<file path="src/rtl/reg_file_sb_pkg.sv">
// Shared defaults for the scoreboarded register file: geometry and the
// hardwired zero-register address.
package reg_file_sb_pkg;

    localparam int DEF_WIDTH  = 32;
    localparam int DEF_SIZE   = 5;
    localparam int DEF_NUM_RD = 2;
    localparam int ZERO_REG   = 0;

endpackage

</file>
<file path="src/rtl/reg_file_sb_scoreboard.sv">
// Pending-write scoreboard: one busy bit per register, reserve acceptance and a registered pending count.
// rsv_ok_o is combinational; busy bits and the count update on the next clk edge. No backpressure.
module reg_file_sb_scoreboard
    import reg_file_sb_pkg::*;
#(
    parameter int SIZE = DEF_SIZE
) (
    input  logic                  clk,
    input  logic                  reset,
    input  logic                  we_i,
    input  logic [SIZE-1:0]       wa_i,
    input  logic                  rsv_i,
    input  logic [SIZE-1:0]       rsv_addr_i,
    output logic                  rsv_ok_o,
    output logic [(1<<SIZE)-1:0]  busy_o,
    output logic [SIZE:0]         pending_cnt_o
);

    localparam int              NREG      = 1 << SIZE;
    localparam logic [SIZE-1:0] ZERO_ADDR = SIZE'(ZERO_REG);
    localparam logic [SIZE:0]   CNT_ONE   = {{SIZE{1'b0}}, 1'b1};

    logic [NREG-1:0] busy_q;
    logic [NREG-1:0] busy_d;
    logic [SIZE:0]   cnt_q;
    logic [SIZE:0]   cnt_d;
    logic            wr_nz;
    logic            rsv_set;
    logic            cnt_inc;
    logic            cnt_dec;

    assign wr_nz    = we_i && (wa_i != ZERO_ADDR);
    // A write landing in the same cycle frees the slot, so the reserve may chain onto it.
    assign rsv_ok_o = rsv_i && ((rsv_addr_i == ZERO_ADDR) || !busy_q[rsv_addr_i] ||
                                (we_i && (wa_i == rsv_addr_i)));
    assign rsv_set  = rsv_ok_o && (rsv_addr_i != ZERO_ADDR);

    always_comb begin
        busy_d = busy_q;
        if (wr_nz)
            busy_d[wa_i] = 1'b0;
        if (rsv_set)
            busy_d[rsv_addr_i] = 1'b1;
        busy_d[0] = 1'b0;

        // A clear that is immediately re-reserved leaves the bit set: no decrement.
        cnt_inc = rsv_set && !busy_q[rsv_addr_i];
        cnt_dec = wr_nz && busy_q[wa_i] && !(rsv_set && (rsv_addr_i == wa_i));

        cnt_d = cnt_q;
        if (cnt_inc && !cnt_dec)
            cnt_d = cnt_q + CNT_ONE;
        else if (cnt_dec && !cnt_inc)
            cnt_d = cnt_q - CNT_ONE;
    end

    always_ff @(posedge clk or negedge reset) begin
        if (!reset) begin
            busy_q <= '0;
            cnt_q  <= '0;
        end else begin
            busy_q <= busy_d;
            cnt_q  <= cnt_d;
        end
    end

    assign busy_o        = busy_q;
    assign pending_cnt_o = cnt_q;

endmodule

</file>
<file path="src/rtl/reg_file_sb.sv">
// Register file with hardwired r0, NUM_RD combinational read ports and a pending-write scoreboard.
// Reads zero latency, writes visible next cycle (same cycle via bypass when REG_FILE_SB_BYPASS_EN is defined); no backpressure.
module reg_file_sb
    import reg_file_sb_pkg::*;
#(
    parameter int WIDTH  = DEF_WIDTH,
    parameter int SIZE   = DEF_SIZE,
    parameter int NUM_RD = DEF_NUM_RD
) (
    input  logic                    clk,
    input  logic                    reset,
    input  logic                    we_i,
    input  logic [SIZE-1:0]         wa_i,
    input  logic [WIDTH-1:0]        wd_i,
    input  logic                    rsv_i,
    input  logic [SIZE-1:0]         rsv_addr_i,
    output logic                    rsv_ok_o,
    input  logic [NUM_RD*SIZE-1:0]  rd_addr_i,
    output logic [NUM_RD*WIDTH-1:0] rd_data_o,
    output logic [NUM_RD-1:0]       rd_busy_o,
    output logic [SIZE:0]           pending_cnt_o
);

    localparam int              NREG      = 1 << SIZE;
    localparam logic [SIZE-1:0] ZERO_ADDR = SIZE'(ZERO_REG);

    logic [WIDTH-1:0] mem_q [NREG];
    logic [NREG-1:0]  busy;
    logic             wr_nz;

    assign wr_nz = we_i && (wa_i != ZERO_ADDR);

    reg_file_sb_scoreboard #(
        .SIZE          (SIZE)
    ) u_scoreboard (
        .clk           (clk),
        .reset         (reset),
        .we_i          (we_i),
        .wa_i          (wa_i),
        .rsv_i         (rsv_i),
        .rsv_addr_i    (rsv_addr_i),
        .rsv_ok_o      (rsv_ok_o),
        .busy_o        (busy),
        .pending_cnt_o (pending_cnt_o)
    );

    // r0 is never written, so it holds its reset value of zero forever.
    always_ff @(posedge clk or negedge reset) begin
        if (!reset) begin
            for (int i = 0; i < NREG; i++)
                mem_q[i] <= '0;
        end else if (wr_nz) begin
            mem_q[wa_i] <= wd_i;
        end
    end

    for (genvar k = 0; k < NUM_RD; k++) begin : g_rd
        logic [SIZE-1:0] ra;
        assign ra = rd_addr_i[k*SIZE +: SIZE];
`ifdef REG_FILE_SB_BYPASS_EN
        logic byp;
        assign byp = wr_nz && (wa_i == ra);
        assign rd_data_o[k*WIDTH +: WIDTH] = byp ? wd_i : mem_q[ra];
        assign rd_busy_o[k]                = byp ? 1'b0 : busy[ra];
`else
        assign rd_data_o[k*WIDTH +: WIDTH] = mem_q[ra];
        assign rd_busy_o[k]                = busy[ra];
`endif
    end

endmodule

</file>
<file path="config.mk">
export PLATFORM = sky130hd
export DESIGN_NAME = reg_file_sb
export DESIGN_NICKNAME = d
export VERILOG_FILES = /design/src/rtl/reg_file_sb_pkg.sv /design/src/rtl/reg_file_sb_scoreboard.sv /design/src/rtl/reg_file_sb.sv
export SDC_FILE = /design/constraint.sdc
export NUM_CORES = 2
export LEC_CHECK = 0
export CORE_MARGIN = 3
export CORE_UTILIZATION = 57
export DETAILED_ROUTE_END_ITERATION = 10
export PLACE_DENSITY = 0.74
export SETUP_SLACK_MARGIN = 0.15
export SKIP_LAST_GASP = 1
export SLEW_MARGIN = 0
export SYNTH_ARGS = -nofsm -noshare
export SYNTH_HDL_FRONTEND = slang
export SYNTH_HIERARCHICAL = 1
export SYNTH_SLANG_ARGS = --single-unit
</file>
<file path="constraint.sdc">
create_clock -name clk -period 3 [get_ports clk]
set_input_delay 0.6 -clock clk [delete_from_list [all_inputs] [get_ports clk]]
set_output_delay 0.6 -clock clk [all_outputs]
set_load 0.01 [all_outputs]
</file>
Word-level counts from Yosys, hierarchy flattened:

Cells that the tools add are included.
W data, S select, Z words.

* flip-flop bits (word level): 1061
* latch bits: 0
* memory bits (read-only): 0
* RAM bits: 0
* memories: 0
* input bits: 56
* output and inout port bits: 73

* shift operators: 0
* $lt $le $gt $ge: 10
* multiply operators: 0
* reductions and logical operators: 23
* eq/ne operators: 2
* bitwise logic cells: 6
* divide/modulo/power cells: 0
* mux-type cells: 25
* $add $sub $neg: 2

Operators with widths (number)
* $bwmux W1024: 1
* $bmux W32 S5: 2
* $mux W32: 7
* $demux W32 S5: 1
* $and A32 B32 Y32: 1
* $not A32 Y32: 1
* $or A32 B32 Y32: 1
* $lt A5 B6 Y1 const B: 4
* $bmux W1 S5: 4
* $ge A6 B6 Y1 const B: 3
* $not A5 Y6: 3
* $logic_and A1 B1 Y1: 13
* $mux W6: 2
* $demux W1 S5: 2
* $eq A5 B5 Y1: 2
* $ge A5 B1 Y1 const B: 2
* $reduce_bool A5 Y1: 2
* $add A6 B1 Y6 const B: 1
* $lt A6 B1 Y1 const B: 1
* $mux W1: 6
* $sub A6 B1 Y6 const B: 1
* $logic_not A5 Y1: 1
* $logic_not A1 Y1: 4
* $logic_or A1 B1 Y1: 2
* $reduce_bool A2 Y1: 1

Depth between registers and ports, before layout:

* depth after elaboration: 13
* mapped depth: 16
* mapped depth without buffers: 13

Modules after synthesis:

Netlist, hierarchy kept.

By module, submodules not included
* reg_file_sb: cells each 4679, times used 1, area an instance 56515.5 um^2, seq. area each 25624.6 um^2
* reg_file_sb_scoreboard: cells each 325, times used 1, area an instance 2889.0 um^2, seq. area each 925.9 um^2

Worst setup path after synthesis:

OpenSTA, ideal clock, no wires.

* kind: input-to-reg
* start point: input rsv_addr_i[0]
* end point: register u_scoreboard.cnt_q[5], in the netlist u_scoreboard/pending_cnt_o[5]
* required time: 2.921 ns
* buffers on the path: 2
* arrival time: 3.459 ns
* stages: 13
* slack: -0.539 ns
* path through: buf_6 -> mux2_1 -> a32oi_1 -> o311ai_1 -> a211o_1 -> buf_2 -> nor3_1 -> ha_1 -> inv_1 -> ha_1 -> or4_1 -> o2111ai_1 -> xor2_1

* cells in the longest elaborated chain, start to end: 13

RTL lines
* from (decl): RTL line reg_file_sb.sv:16 `input logic [SIZE-1:0] rsv_addr_i,`
* $bmux W1 S5: RTL line reg_file_sb_scoreboard.sv:34, reg_file_sb_scoreboard.sv:47
* $mux W1 (not written as such): RTL line reg_file_sb_scoreboard.sv:34, reg_file_sb_scoreboard.sv:47
* $logic_not A1 Y1: RTL line reg_file_sb_scoreboard.sv:34, reg_file_sb_scoreboard.sv:47
* $logic_or A1 B1 Y1 (2 in a row): RTL line reg_file_sb_scoreboard.sv:34 `assign rsv_ok_o = rsv_i && ((rsv_addr_i == ZERO_ADDR) || !busy_q[rsv_addr_i] ||`
* $logic_and A1 B1 Y1: RTL line reg_file_sb_scoreboard.sv:34
* $logic_and A1 B1 Y1: RTL line reg_file_sb_scoreboard.sv:36 `assign rsv_set = rsv_ok_o && (rsv_addr_i != ZERO_ADDR);`
* $logic_and A1 B1 Y1: RTL line reg_file_sb_scoreboard.sv:48 `cnt_dec = wr_nz && busy_q[wa_i] && !(rsv_set && (rsv_addr_i == wa_i));`
* $logic_not A1 Y1: RTL line reg_file_sb_scoreboard.sv:48
* $logic_and A1 B1 Y1: RTL line reg_file_sb_scoreboard.sv:48
* $logic_not A1 Y1: RTL line reg_file_sb_scoreboard.sv:51 `if (cnt_inc && !cnt_dec)`
* $logic_and A1 B1 Y1: RTL line reg_file_sb_scoreboard.sv:51
* $mux W6 / $reduce_bool A2 Y1 (equally long branches)
* to (signal assigned): RTL line reg_file_sb_scoreboard.sv:63 `cnt_q <= cnt_d;`
* to (decl): RTL line reg_file_sb_scoreboard.sv:25 `logic [SIZE:0] cnt_q;`

Parallel ways exist; a longest one is shown, timed or not. The select of a mux whose other input is x is not followed.
A chain may end at the register's enable or synchronous reset.

Worst setup path in the final report:

* start point: input rsv_addr_i[4]
* end point: output rsv_ok_o

* cells in the longest elaborated chain, start to end: 6

RTL lines
* $bmux W1 S5: RTL line reg_file_sb_scoreboard.sv:34
* $mux W1 (not written as such): RTL line reg_file_sb_scoreboard.sv:34
* $logic_not A1 Y1: RTL line reg_file_sb_scoreboard.sv:34
* $logic_or A1 B1 Y1: RTL line reg_file_sb_scoreboard.sv:34
* $logic_or A1 B1 Y1 (*): RTL line reg_file_sb_scoreboard.sv:34
* $logic_and A1 B1 Y1 (*): RTL line reg_file_sb_scoreboard.sv:34
* to (decl): RTL line reg_file_sb.sv:17 `output logic rsv_ok_o,`

Mark *: on every way between the ends. The rest lies on a longest branch, timed or not. The select of a mux whose other input is x is not followed.

==> impl_results.md <==
- CTS tree: done
- Post-DP Area: 0.0663 mm2
- Worst-Margin Slew: 1.11 ns
- Num rows: 117
- Seq pwr share: 0.425
- CP endpoint kind: output pin
- Crit Path Max Fanout: 21
- Final routed DRC violation total: 0
- Synth top area share: 0.447
- Post-Synth Adder-Cell Area: 0.00139
- Hold Fails Final Rpt: 0
- Synth Area in Compound Gates: 0.0770
- Commonest register cell after synthesis: dfrtp_1
- Crit path required time: 2.40 ns
- Clock share of power: 0.335
- DP HPWL: 123000 um
- WL final: 206000 um
- Largest family of logic cells by synthesized area: multiplexers
- CTS Buffer Depth: 3
- Clk sinks: 1061
- Wire per inst: 29.6 um
- R2R setup slack: -0.05 ns
- Worst skew pair latency: 0.71 ns
- Clock transition at the registers of the reported paths: 0.06 ns
- Crit path buf inv count: 4
- Final Wtd Congestion: 0.925
- GRT Total Usage: 0.374
- Largest net degree at the start of global routing: 93
- Vias in the first global route: 47400
- Fin crit share: 1.04
- Simple-gate portion of the synthesized area: 0.0546
- Post-synthesis cell count: 5004
- Layout cells sized above 1: 0.398
- Register area: 0.0266 mm2
- Yosys cell types: 61
- Logic pwr share: 0.240
- Initial Util: 0.579
- Fill cell count: 6706
- I/O pin count: 129
- Failing checks: setup timing
- YS warnings: 6
- RSZ-0062 raised after global routing: true
- Port Buffers: 128
- EDFF count, synth: 0
- Global-route wire length before repair: 304000 um
- Sw frac: 0.294
- Maximum clock frequency: 319 MHz
- Htree depth: 3
- # Max-Cap Violations: 0
- Drt initial violations: 4584
- LEAKAGE: 34.9 nW
- Mapped cell area: 0.0594 mm2
- Skew final: 0.00970 ns
- Drt first pass iters: 6
- Cell family with most CP delay: buffers and inverters
- CP arrival: 2.53 ns
- Die H: 329 um
- Multi-input gate area: 0.0313 mm2
- Async S/R FF share, synth: 1.00
- Switching pwr: 13.4 mW
- Final worst setup slack: -0.133 ns
- Most frequent cells in the layout: mux2i_1 (1058), dfrtp_1 (1058), mux2_2 (958)
- Synth-to-Final Area Change: 24.4%
- Post-route cell area: 0.0739 mm2
- Hold crit path type: reg2reg
- Setup WS pre-CTS: -0.903 ns
- XOR/XNOR Fraction of Synth Area: 0.00147
- Status: finished with violations
- Final setup vio count: 3
- Post-layout minimum cycle time: 3.13 ns
- CP most frequent cell: buf_6
- Die W: 329 um
- Placeable core area: 0.103 mm2
- Crit start category: input pin
- CP cell instances: clkdlybuf4s50_1 -> buf_6 -> mux4_2 -> and4bb_1 -> a21oi_4 -> buf_6 -> nand3_1 -> o21ai_2 -> buf_2
- Synthesized area per cell: 11.9 um2
- Synth area leader: dfrtp_1
- FF+latch count, synth: 1061
- Pwr/cell area: 617 mW/mm2
- CP Class: in2out
- Core Util, Final: 0.720
- Die ar.: 0.108 mm2
- Total power: 45.6 mW
- Antenna violations before repair: 5
- Sequential fraction of the synthesis area: 0.447
- Slowest-stage cell, CP: clkdlybuf4s50_1
- Int Pwr: 32.2 mW
- Grt total ovfl: 0
- Final hold slack: 0.399 ns
- Total CTS buffers: 116
- CTS root buf: clkbuf_16
- NumNets Final: 5559
- Rel. slew slack: 0.261
- Vias per Instance: 6.67
- Max incr delay on CP: 0.50 ns
- Final ANT Viol Nets: 0
- Ranking of synthesized cells by area: dfrtp_1 (45%), mux2_2 (18%), mux2i_1 (18%)
- Mux cell area share after synthesis: 0.372
- Via count: 46500
- Syn Nets: 5066
- Peak VDD IR: 0.527 mV
- Final-report max-slew violation count: 0
==> final timing paths <==
check	cells after the start	start	endpoint
setup / recovery	9	rsv_addr_i[4]	rsv_ok_o
hold / removal	0	mem_q[1011]	mem_q[1011]
setup reg to reg	14	u_scoreboard/busy_o[16]	u_scoreboard/pending_cnt_o[5]
hold reg to reg	0	mem_q[1011]	mem_q[1011]
max in group asynchronous	3	reset	mem_q[231]
min in group asynchronous	2	reset	mem_q[702]
==> flip-flops by register name (all words and copies together), names as in the netlist <==
signal and count:
mem_q 1024, u_scoreboard/busy_o 31, u_scoreboard/pending_cnt_o 6
==> power by group through the flow <==
stage / combinational (mW) / sequential (mW) / clock, mW
global placement: 9.55 / 19.3 / 0
global route: 11.7 / 19.7 / 16.0
detailed placement: 9.85 / 19.5 / 0
CTS: 10.5 / 19.3 / 15.4
floorplan: 6.61 / 18.9 / 0
finish: 10.9 / 19.4 / 15.3
==> synthesized netlist by cell type (4+ instances only) <==
master,instances
nand2_1,255
buf_4,69
mux2i_1,1066
nand3_1,241
o211ai_1,9
o311ai_2,5
nor2b_1,5
o21ai_0,35
a31oi_1,68
nand3b_1,10
inv_1,7
nor2_1,11
nand4_1,4
clkbuf_1,224
buf_2,128
a22o_1,132
or3b_2,5
mux2_2,959
nor2_4,16
or2_2,4
mux2_1,39
mux4_2,8
nand2b_1,9
dfrtp_1,1061
o311ai_1,5
xnor2_1,8
ha_1,5
buf_1,44
nor3_1,74
a21oi_1,200
a22oi_1,198
buf_6,50
==> stage by stage <==
stage,TNS [ns],instances
after floorplan,-0.751,5004
after global placement,-43.85,6586
after detailed placement,-45.84,6586
after CTS,-0.336,6900
after global routing,-0.710,6966
final,-0.236,6966
==> logic make-up after synthesis <==
group                    count (synthesis)
flip-flops                            1061
XOR/XNOR                                10
buffers and inverters                  522
adder cells (fa/ha/maj)                  6
AO/OA/AOI/OAI                          669
other                                    1
multiplexers                          2073
AND/OR/NAND/NOR                        662
==> repair_timing <==
| action | 4_1_cts | 5_1_grt |
|---|---|---|
| hold buffers | 1 | 0 |
| pin swaps | 85 | 80 |
| resized for setup | 497 | 163 |
| hold endpoints to repair | 27 | 0 |
| endpoints found under the setup margin | 72 | 67 |
| cloned | 27 | 5 |
| setup buffers | 71 | 57 |
==> metal layers <==
metal  vias to the layer above  wire, um  global-route usage
li1                      19500         -                   -
met1                     23800     79500               0.478
met2                      2447     92600               0.576
met3                       769     19800              0.0915
met4                         0     14300               0.225
met5                         -         0                   0
==> layout make-up <==
| type | instances | share of cell area |
|---|---|---|
| Inverter | 7 | 0.000423 |
| Antenna cell | 4 | 0.000135 |
| Tap cell | 1368 | 0.0232 |
| Timing Repair Buffer | 890 | 0.138 |
| Sequential cell | 1061 | 0.359 |
| Clock buffer | 169 | 0.0461 |
| Clock inverter | 46 | 0.00928 |
| Multi-Input combinational cell | 3421 | 0.424 |
Power figures use the tool's default switching activity.
